### src/rtl/decoder_scan_pkg.sv
// Shared constants for the decoder_scan display driver: nibble width,
// segment bit positions and the hex-to-segment table (bit6=g .. bit0=a).
package decoder_pkg;

  localparam int NIBBLE_W = 4;
  localparam int SEG_W    = 7;

  localparam int SEG_A = 0;
  localparam int SEG_B = 1;
  localparam int SEG_C = 2;
  localparam int SEG_D = 3;
  localparam int SEG_E = 4;
  localparam int SEG_F = 5;
  localparam int SEG_G = 6;

  localparam logic [SEG_W-1:0] SEG_TABLE [16] = '{
    7'b0111111, 7'b0000110, 7'b1011011, 7'b1001111,
    7'b1100110, 7'b1101101, 7'b1111101, 7'b0000111,
    7'b1111111, 7'b1101111, 7'b1110111, 7'b1111100,
    7'b0111001, 7'b1011110, 7'b1111001, 7'b1110001
  };

endpackage

### src/rtl/decoder_scan_if.sv
// Load handshake between a producer of display words and decoder_scan.
interface decoder_scan_if
  import decoder_pkg::*;
#(
  parameter int NUM_DIGITS = 4
);
  logic                           in_valid;
  logic                           in_ready;
  logic [NIBBLE_W*NUM_DIGITS-1:0] data_in;

  modport master (output in_valid, output data_in, input in_ready);
  modport slave  (input in_valid, input data_in, output in_ready);
endinterface

### src/rtl/decoder_scan_hex_to_seg.sv
// Combinational nibble-to-segment decoder, active-high, with a blank override.
module hex_to_seg
  import decoder_pkg::*;
(
  input  logic [NIBBLE_W-1:0] i_nibble,
  input  logic                i_blank,
  output logic [SEG_W-1:0]    o_seg
);

  // Table lookup, forced dark when the digit is blanked
  always_comb begin
    o_seg = {SEG_W{1'b0}};
    if (i_blank) begin
      o_seg = {SEG_W{1'b0}};
    end else begin
      o_seg = SEG_TABLE[i_nibble];
    end
  end

endmodule

### src/rtl/decoder_scan.sv
// Multiplexed hex display scanner with frame-atomic word updates.
// Optional leading-zero blanking is enabled by defining DECODER_SCAN_BLANK_EN.
module decoder_scan
  import decoder_pkg::*;
#(
  parameter int NUM_DIGITS     = 4,
  parameter int SCAN_DIV       = 1024,
  parameter int SEG_ACTIVE_LOW = 0
) (
  input  logic                  clk,
  input  logic                  rst_n,
  decoder_scan_if.slave         bus,
  output logic [SEG_W-1:0]      seg_out,
  output logic [NUM_DIGITS-1:0] dig_en,
  output logic                  frame_tick
);

  localparam int                DATA_W   = NIBBLE_W * NUM_DIGITS;
  localparam int                CNT_W    = $clog2(SCAN_DIV);
  localparam int                IDX_W    = (NUM_DIGITS > 1) ? $clog2(NUM_DIGITS) : 1;
  localparam logic              POL      = 1'(SEG_ACTIVE_LOW != 0);
  localparam logic [CNT_W-1:0]  CNT_LAST = CNT_W'(SCAN_DIV - 1);
  localparam logic [IDX_W-1:0]  IDX_LAST = IDX_W'(NUM_DIGITS - 1);

  logic [CNT_W-1:0]      r_cnt;
  logic [IDX_W-1:0]      r_idx;
  logic [DATA_W-1:0]     r_display;
  logic [DATA_W-1:0]     r_pending;
  logic                  r_pending_full;
  logic                  r_ready;
  logic                  r_frame_tick;
  logic [SEG_W-1:0]      r_seg;
  logic [NUM_DIGITS-1:0] r_dig;

  logic                  w_tick;
  logic                  w_wrap;
  logic                  w_accept;
  logic                  w_pending_full_nxt;
  logic [NIBBLE_W-1:0]   w_nibble;
  logic                  w_blank;
  logic [SEG_W-1:0]      w_seg;
  logic [NUM_DIGITS-1:0] w_dig_hi;

  assign w_tick   = (r_cnt == CNT_LAST);
  assign w_wrap   = w_tick && (r_idx == IDX_LAST);
  assign w_accept = bus.in_valid && r_ready;
  assign w_nibble = r_display[{r_idx, 2'b00} +: NIBBLE_W];
  assign w_dig_hi = NUM_DIGITS'(1'b1) << r_idx;

`ifdef DECODER_SCAN_BLANK_EN
  // Blank when this nibble and every nibble above it are zero; digit 0 always shows
  assign w_blank = (r_idx != {IDX_W{1'b0}}) &&
                   ((r_display >> {r_idx, 2'b00}) == {DATA_W{1'b0}});
`else
  assign w_blank = 1'b0;
`endif

  // Next pending_full: accept and frame swap are mutually exclusive
  always_comb begin
    w_pending_full_nxt = r_pending_full;
    if (w_accept) begin
      w_pending_full_nxt = 1'b1;
    end else if (w_wrap && r_pending_full) begin
      w_pending_full_nxt = 1'b0;
    end else begin
      w_pending_full_nxt = r_pending_full;
    end
  end

  hex_to_seg u_hex_to_seg (
    .i_nibble (w_nibble),
    .i_blank  (w_blank),
    .o_seg    (w_seg)
  );

  // Prescaler and digit index
  always_ff @(posedge clk or negedge rst_n) begin
    if (!rst_n) begin
      r_cnt <= {CNT_W{1'b0}};
      r_idx <= {IDX_W{1'b0}};
    end else begin
      r_cnt <= w_tick ? {CNT_W{1'b0}} : r_cnt + CNT_W'(1);
      if (w_tick) begin
        r_idx <= w_wrap ? {IDX_W{1'b0}} : r_idx + IDX_W'(1);
      end
    end
  end

  // Pending/display words; display only changes at a frame boundary
  always_ff @(posedge clk or negedge rst_n) begin
    if (!rst_n) begin
      r_display      <= {DATA_W{1'b0}};
      r_pending      <= {DATA_W{1'b0}};
      r_pending_full <= 1'b0;
      r_ready        <= 1'b0;
    end else begin
      if (w_wrap && r_pending_full) begin
        r_display <= r_pending;
      end
      if (w_accept) begin
        r_pending <= bus.data_in;
      end
      r_pending_full <= w_pending_full_nxt;
      r_ready        <= ~w_pending_full_nxt;
    end
  end

  // Registered, polarity-adjusted display outputs
  always_ff @(posedge clk or negedge rst_n) begin
    if (!rst_n) begin
      r_seg        <= {SEG_W{POL}};
      r_dig        <= {NUM_DIGITS{POL}};
      r_frame_tick <= 1'b0;
    end else begin
      r_seg        <= w_seg ^ {SEG_W{POL}};
      r_dig        <= w_dig_hi ^ {NUM_DIGITS{POL}};
      r_frame_tick <= w_wrap;
    end
  end

  assign bus.in_ready = r_ready;
  assign seg_out      = r_seg;
  assign dig_en       = r_dig;
  assign frame_tick   = r_frame_tick;

endmodule

### src/flat_wrapper.sv
// flat-port wrapper written by rule: the top's interface ports become plain ports
module decoder_scan_flat import decoder_pkg::*;
#(
  parameter int NUM_DIGITS     = 4,
  parameter int SCAN_DIV       = 1024,
  parameter int SEG_ACTIVE_LOW = 0
)
  (clk, rst_n, seg_out, dig_en, frame_tick, bus_in_valid, bus_data_in, bus_in_ready);
  decoder_scan_if #(.NUM_DIGITS(NUM_DIGITS)) bus_i ();
  input  logic clk;
  input  logic rst_n;
  output logic [SEG_W-1:0] seg_out;
  output logic [NUM_DIGITS-1:0] dig_en;
  output logic frame_tick;
  input wire logic [$bits(bus_i.in_valid)-1:0] bus_in_valid;
  input wire logic [$bits(bus_i.data_in)-1:0] bus_data_in;
  output wire logic [$bits(bus_i.in_ready)-1:0] bus_in_ready;
  assign bus_i.in_valid = bus_in_valid;
  assign bus_i.data_in = bus_data_in;
  assign bus_in_ready = bus_i.in_ready;
  decoder_scan #(.NUM_DIGITS(NUM_DIGITS), .SCAN_DIV(SCAN_DIV), .SEG_ACTIVE_LOW(SEG_ACTIVE_LOW)) u_core (.clk(clk), .rst_n(rst_n), .bus(bus_i), .seg_out(seg_out), .dig_en(dig_en), .frame_tick(frame_tick));
endmodule
### config.mk
export PLATFORM = sky130hd
export DESIGN_NAME = decoder_scan_flat
export DESIGN_NICKNAME = d
export VERILOG_FILES = /design/src/rtl/decoder_scan_pkg.sv /design/src/rtl/decoder_scan_if.sv /design/src/rtl/decoder_scan_hex_to_seg.sv /design/src/rtl/decoder_scan.sv /design/src/flat_wrapper.sv
export SDC_FILE = /design/constraint.sdc
export NUM_CORES = 1
export LEC_CHECK = 0
export ABC_AREA = 1
export CORE_MARGIN = 1.5
export CORE_UTILIZATION = 55
export DETAILED_ROUTE_END_ITERATION = 8
export MAX_ROUTING_LAYER = met4
export PLACE_DENSITY = 0.83
export REMOVE_ABC_BUFFERS = 1
export SYNTH_ARGS = -nofsm -noshare
export SYNTH_HDL_FRONTEND = slang
export SYNTH_SLANG_ARGS = --single-unit
### constraint.sdc
create_clock -name clk -period 2.6 [get_ports clk]
set_clock_uncertainty 0.15 [all_clocks]
set_input_delay 0.52 -clock clk [delete_from_list [all_inputs] [get_ports clk]]
set_output_delay 0.52 -clock clk [all_outputs]
set_load 0.05 [all_outputs]
; ---- After elaboration in Yosys (flattened, before gate mapping)
; Memories as Yosys holds them, arrays and structs flattened. A register that Yosys moved wholly into a read port is not among the register bits.
; Cells that the tools add are included.
[word_totals]
reg_bits = 51
rom_bits = 112
input_bits = 19
out_inout_bits = 13
word_cells = 25
memories = 1
[classes]
add_sub_neg = 2
eq_ne = 2
shifts = 2
n_mux = 4
bitwise_logic = 2
reduce_logical = 4
[mem_list]
columns = name, depth, word_bits, read_ports, rd_ports_with_merged_regs, write_ports, line
row1 = (no name shown), 16, 7, 1, 1, 0, decoder_scan_hex_to_seg.sv:16  ; o_seg = SEG_TABLE[i_nibble];
[ops]
columns = op, count
row1 = 16-bit by 5-bit variable part select with 4-bit output, 1
row2 = "10-bit by 1-bit adder with 10-bit output, second input constant", 1
row3 = "10-bit == test, second input constant", 1
row4 = 10-bit two-way mux, 1
row5 = 4-bit NOT with 5-bit output, 1
row6 = "1-bit by 2-bit << shifter with 4-bit output, first input constant", 1
row7 = 1-bit logical AND, 3
row8 = "2-bit by 1-bit adder with 2-bit output, second input constant", 1
row9 = "2-bit == test, second input constant", 1
row10 = 1-bit two-way mux, 2
row11 = 2-bit two-way mux, 1
row12 = 1-bit zero test, 1
row13 = 1-bit NOT, 1

; ---- Longest topological paths before layout
[logic_depth]
depth_word = 6
mapped_depth = 13
depth_no_buf = 11

; ---- Modules after synthesis
; From an unflattened synthesis, not the netlist that was laid out.
[unflattened]
cells_unflattened = 258
hier_area_um2 = 2682.6
[modules_own_cells]
columns = module, instances, cells_per_inst, area_each_um2, seq_area_each_um2
row1 = decoder_scan, 1, 212, 2397.3, 1451.4
row2 = hex_to_seg, 1, 46, 285.3, 0.0

; ---- Worst setup path before layout
; No wires, ideal clock.
[synth_timing]
path_type = register to register
start = register u_core.r_idx[0]
end = register u_core.r_seg[4], in the netlist u_core.seg_out[4]
setup_ns = 0.117
arrival_time_ns = 1.984
t_required_ns = 2.333
slack_ns = 0.349
stages_incl_launch_ff = 13
n_path_buf = 2
synth_period_minus_slack_ns = 2.251
cell_sequence = dfrtp_1 buf_4 inv_1 buf_2 nand2_1 a32oi_1 inv_1 ha_1 or2_2 nand2_1 nand2_1 nand2_1 nand2_1
[synth_via]
elab_chain_cells = 2
[synth_rtl]
columns = item, line
row1 = start: declaration, decoder_scan.sv:26  ; logic [IDX_W-1:0] r_idx;
row2 = start signal: assignment, decoder_scan.sv:80  ; r_idx <= {IDX_W{1'b0}};
row3 = start signal: assignment, decoder_scan.sv:84  ; r_idx <= w_wrap ? {IDX_W{1'b0}} : r_idx + IDX_W'(1);
row4 = 16-bit by 5-bit variable part select with 4-bit output, decoder_scan.sv:47  ; assign w_nibble = r_display[{r_idx, 2'b00} +: NIBBLE_W];
row5 = 4-bit NOT with 5-bit output (not written as such), decoder_scan_hex_to_seg.sv:16
row6 = end: declaration, decoder_scan.sv:32  ; logic [SEG_W-1:0] r_seg;
; No other way between the ends.
; A chain may end at the register's enable or synchronous reset.

; ---- Worst setup path after layout
[layout_timing]
start = register u_core.r_idx[1]
end = register u_core.r_seg[4], in the netlist u_core.seg_out[4]
; The elaborated chain is that of the path after synthesis.

==> flow_metrics.py <==
metrics = {
    "sta": {
        "setup_slack_ps": 250,
        "hold_viol": 0,
        "fmax_ghz": 0.426,
        "min_period_ps": 2350,
        "rsz0062_at_grt": "no",
        "setup_viol": 0,
        "worst_pin_slew_ps": 782,
        "relSlewSlack_pct": 47.8,
        "maxSlewViolCount": 0,
        "whs_ps": 110,
        "tns_ps": 0,
        "fin_crit_sh_pct": 90.4,
    },
    "setup_path": {
        "critical_path_class": "reg2reg",
        "end_kind": "register",
        "critPathLaunchType": "register",
        "critPathRequiredTime_ps": 2670,
        "worstPathArrival_ps": 2420,
        "cp_max_fo": 9,
    },
    "route": {
        "drt_iter0_drc": 77,
        "first_pass_iters": 4,
        "wl_per_cell_um": 11.6,
        "route.detailed.drc": 0,
        "antenna_left": 0,
        "vias": 1950,
        "totalWireLength_mm": 4.52,
        "viasPerCell": 5.00,
    },
    "global_route": {
        "grt_pass1_wl_mm": 8.02,
        "grt_util_met3_pct": 7.04,
        "antenna_found_initial": 0,
        "grtUsageTotal_pct": 20.5,
        "overflow": 0,
        "met2_usage_pct": 32.8,
        "top_usage_layer": "met2",
        "met1_usage_pct": 24.4,
        "grt_pass1_vias": 1866,
        "grt_max_degree": 37,
    },
    "clocking": {
        "path_clk_slew_ps": 60,
        "htree_num_levels": 3,
        "ctsResizeCount": 0,
        "cts_tree": "yes",
        "clock_path_buffers": 2,
        "cts_setup_buffers": 0,
        "cts_hold_buf": 0,
        "root_buffer": "clkbuf_8",
        "cts_buffers": 9,
        "clock_latency_ps": 330,
        "clkSinkCount": 58,
    },
    "die": {
        "start_util_pct": 57.0,
        "coreArea_um2": 4720,
        "fp.dieH_um": 73.0,
        "ios": 32,
        "die_w_um": 73.0,
        "die_area_um2": 5320,
        "row_count": 25,
    },
    "finish": {
        "nNetsFinal": 351,
        "fillers": 376,
        "drive_gt1_share_pct": 13.3,
        "n_antenna_cell": 0,
        "synthToLayoutAreaGrowth_pct": 20.7,
        "final_area_um2": 3250,
    },
    "synth": {
        "yosys_warnings": 0,
        "ys_ff_latch": 58,
        "syn_inst": 282,
        "synthDistinctLibCells": 25,
        "netlist_area_um2": 2690,
        "ys_seq_area_share_pct": 53.9,
        "post_synth.cell_area_avg_um2": 9.55,
    },
    "placement": {
        "placed_cell_area_um2": 3060,
        "dp_hpwl_mm": 3.28,
        "portBuffers": 31,
        "place_ws_ps": 288,
        "gp_congestion": 0.885,
    },
    "power": {
        "combPwrFrac_pct": 2.6,
        "power-per-cell-area_nw_per_um2": 539,
        "p_leak_nw": 1.70,
        "total_power_w": 0.00175,
        "p_clk_share_pct": 45.8,
        "netSwitchingPower_w": 0.000342,
        "p_int_w": 0.00141,
        "pwr-share-seq_pct": 51.6,
        "swShare_pct": 19.5,
        "ir_drop_mv": 0.470,
    },
    "status": {
        "outcome": "finished, final reports clean",
    },
    "job": {
        "max-cap-violations": 0,
    },
    "hold_path": {
        "hold_path_class": "in2async",
    },
}
==> synthesized netlist by cell type, drive strengths merged <==
cell / instances / area [um2]
nand2: 96 / 373
dfrtp: 58 / 1450
xor2: 3 / 26.3
buf: 7 / 46.3
clkinv: 1 / 3.75
or2: 1 / 6.26
a32oi: 1 / 8.76
ha: 12 / 150
nand3b: 2 / 15.0
nor2: 17 / 95.1
xnor2: 2 / 17.5
a21oi: 3 / 15.0
mux2: 16 / 180
nand4: 1 / 6.26
nand3: 30 / 168
inv: 24 / 90.1
o21ai: 8 / 40.0
==> path summary, 6_finish.rpt <==
path | startpoint | end | slack [ps] | cells past startpoint
max reg2reg | u_core.r_idx[1]$_DFFE_PN0N_ | u_core.seg_out[4]$_DFF_PN0_ | 250 | 9
max | u_core.r_idx[1]$_DFFE_PN0N_ | u_core.seg_out[4]$_DFF_PN0_ | 250 | 9
min in group clk | u_core.r_display[14]$_DFFE_PN0P_ | u_core.r_display[14]$_DFFE_PN0P_ | 320 | 2
min | rst_n | u_core.r_cnt[5]$_DFF_PN0_ | 110 | 1
max in group asynchronous | rst_n | u_core.r_pending[14]$_DFFE_PN0P_ | 1490 | 2
min reg2reg | u_core.r_display[14]$_DFFE_PN0P_ | u_core.r_display[14]$_DFFE_PN0P_ | 320 | 2
==> layout make-up <==
| type | count | area, um2 | area share [%] |
|---|---|---|---|
| Multi-Input combinational cell | 192 | 1100 | 33.9 |
| Clock buffer | 11 | 151 | 4.66 |
| Clock inverter | 3 | 40.0 | 1.23 |
| Sequential cell | 58 | 1450 | 44.7 |
| Timing Repair Buffer | 34 | 328 | 10.1 |
| Tap cell | 67 | 83.8 | 2.58 |
| Inverter | 25 | 93.8 | 2.89 |
==> logic make-up (layout without fill, tap and decap cells) <==
group,after synthesis,in the layout,synth area share [%]
flops,58,58,53.9
mux,16,16,6.69
xor+xnor,5,5,1.63
simple gates,147,147,24.6
compound gates,12,12,2.37
buf+inv,32,73,5.20
fa+ha+maj,12,12,5.58
==> flip-flops by register name (all words and copies together) (netlist names) <==
register and flops:
u_core.frame_tick 1, u_core.r_pending_full 1, u_core.dig_en 4, u_core.bus.in_ready 1, u_core.seg_out 7, u_core.r_idx 2, u_core.r_pending 16, u_core.r_cnt 10
u_core.r_display 16
==> per-stage QoR <==
| step | utilization (%) | std cells |
|---|---|---|
| after CTS | 68.8 | 390 |
| after global placement | 64.7 | 376 |
| after floorplan | - | 275 |
| after detailed placement | 64.7 | 376 |
| final | 68.8 | 390 |
| after global routing | 68.8 | 390 |
==> worst max-delay path: stages (launching register included) <==
cell and delay [ps]:
dfrtp_1 450, clkinv_1 270, a32oi_1 450, inv_1 180, ha_1 240, or2_2 290
nand2_1 70, nand2_1 50, nand2_1 50, nand2_1 50
==> routing by layer <==
layer  part of all wire, %  wire [um]
met5                     0          0
met3                   4.3        193
met4                   1.6         74
met2                    49       2210
met1                    45       2040
==> cells in the final DEF, fill, tap and decap left out <==
cell type | synthesis | layout
nand2_1 | 93 | 93
dfrtp_1 | 58 | 58
clkdlybuf4s50_1 | 0 | 30
nand3_1 | 28 | 28
inv_1 | 24 | 24
mux2_2 | 16 | 16
nor2_1 | 14 | 14
ha_1 | 12 | 12
clkbuf_8 | 0 | 11
o21ai_0 | 8 | 8
a21oi_1 | 3 | 3
xor2_1 | 3 | 3
buf_4 | 2 | 3
nand2_2 | 2 | 2
nand3b_1 | 2 | 2
nor2_4 | 2 | 2
xnor2_1 | 2 | 2
clkinv_2 | 0 | 2
clkinv_1 | 1 | 1
a32oi_1 | 1 | 1
nand3_2 | 1 | 1
or2_2 | 1 | 1
nand3_4 | 1 | 1
nor2_8 | 1 | 1
nand4_1 | 1 | 1
nand2_4 | 1 | 1
bufinv_16 | 0 | 1
buf_2 | 4 | 1
==> power by group through the flow <==
stage | Combinational, W | Clock [W] | Sequential, W
4_1_cts | 0.0000462 | 0.000824 | 0.000903
3_3_place_gp | 0.0000448 | 0 | 0.000919
2_1_floorplan | 0.000000271 | 0 | 0.000919
3_5_place_dp | 0.0000460 | 0 | 0.000919
5_1_grt | 0.0000508 | 0.000867 | 0.000902
6_report | 0.0000447 | 0.000802 | 0.000903
Note: power is estimated with default switching activity, not from simulation.
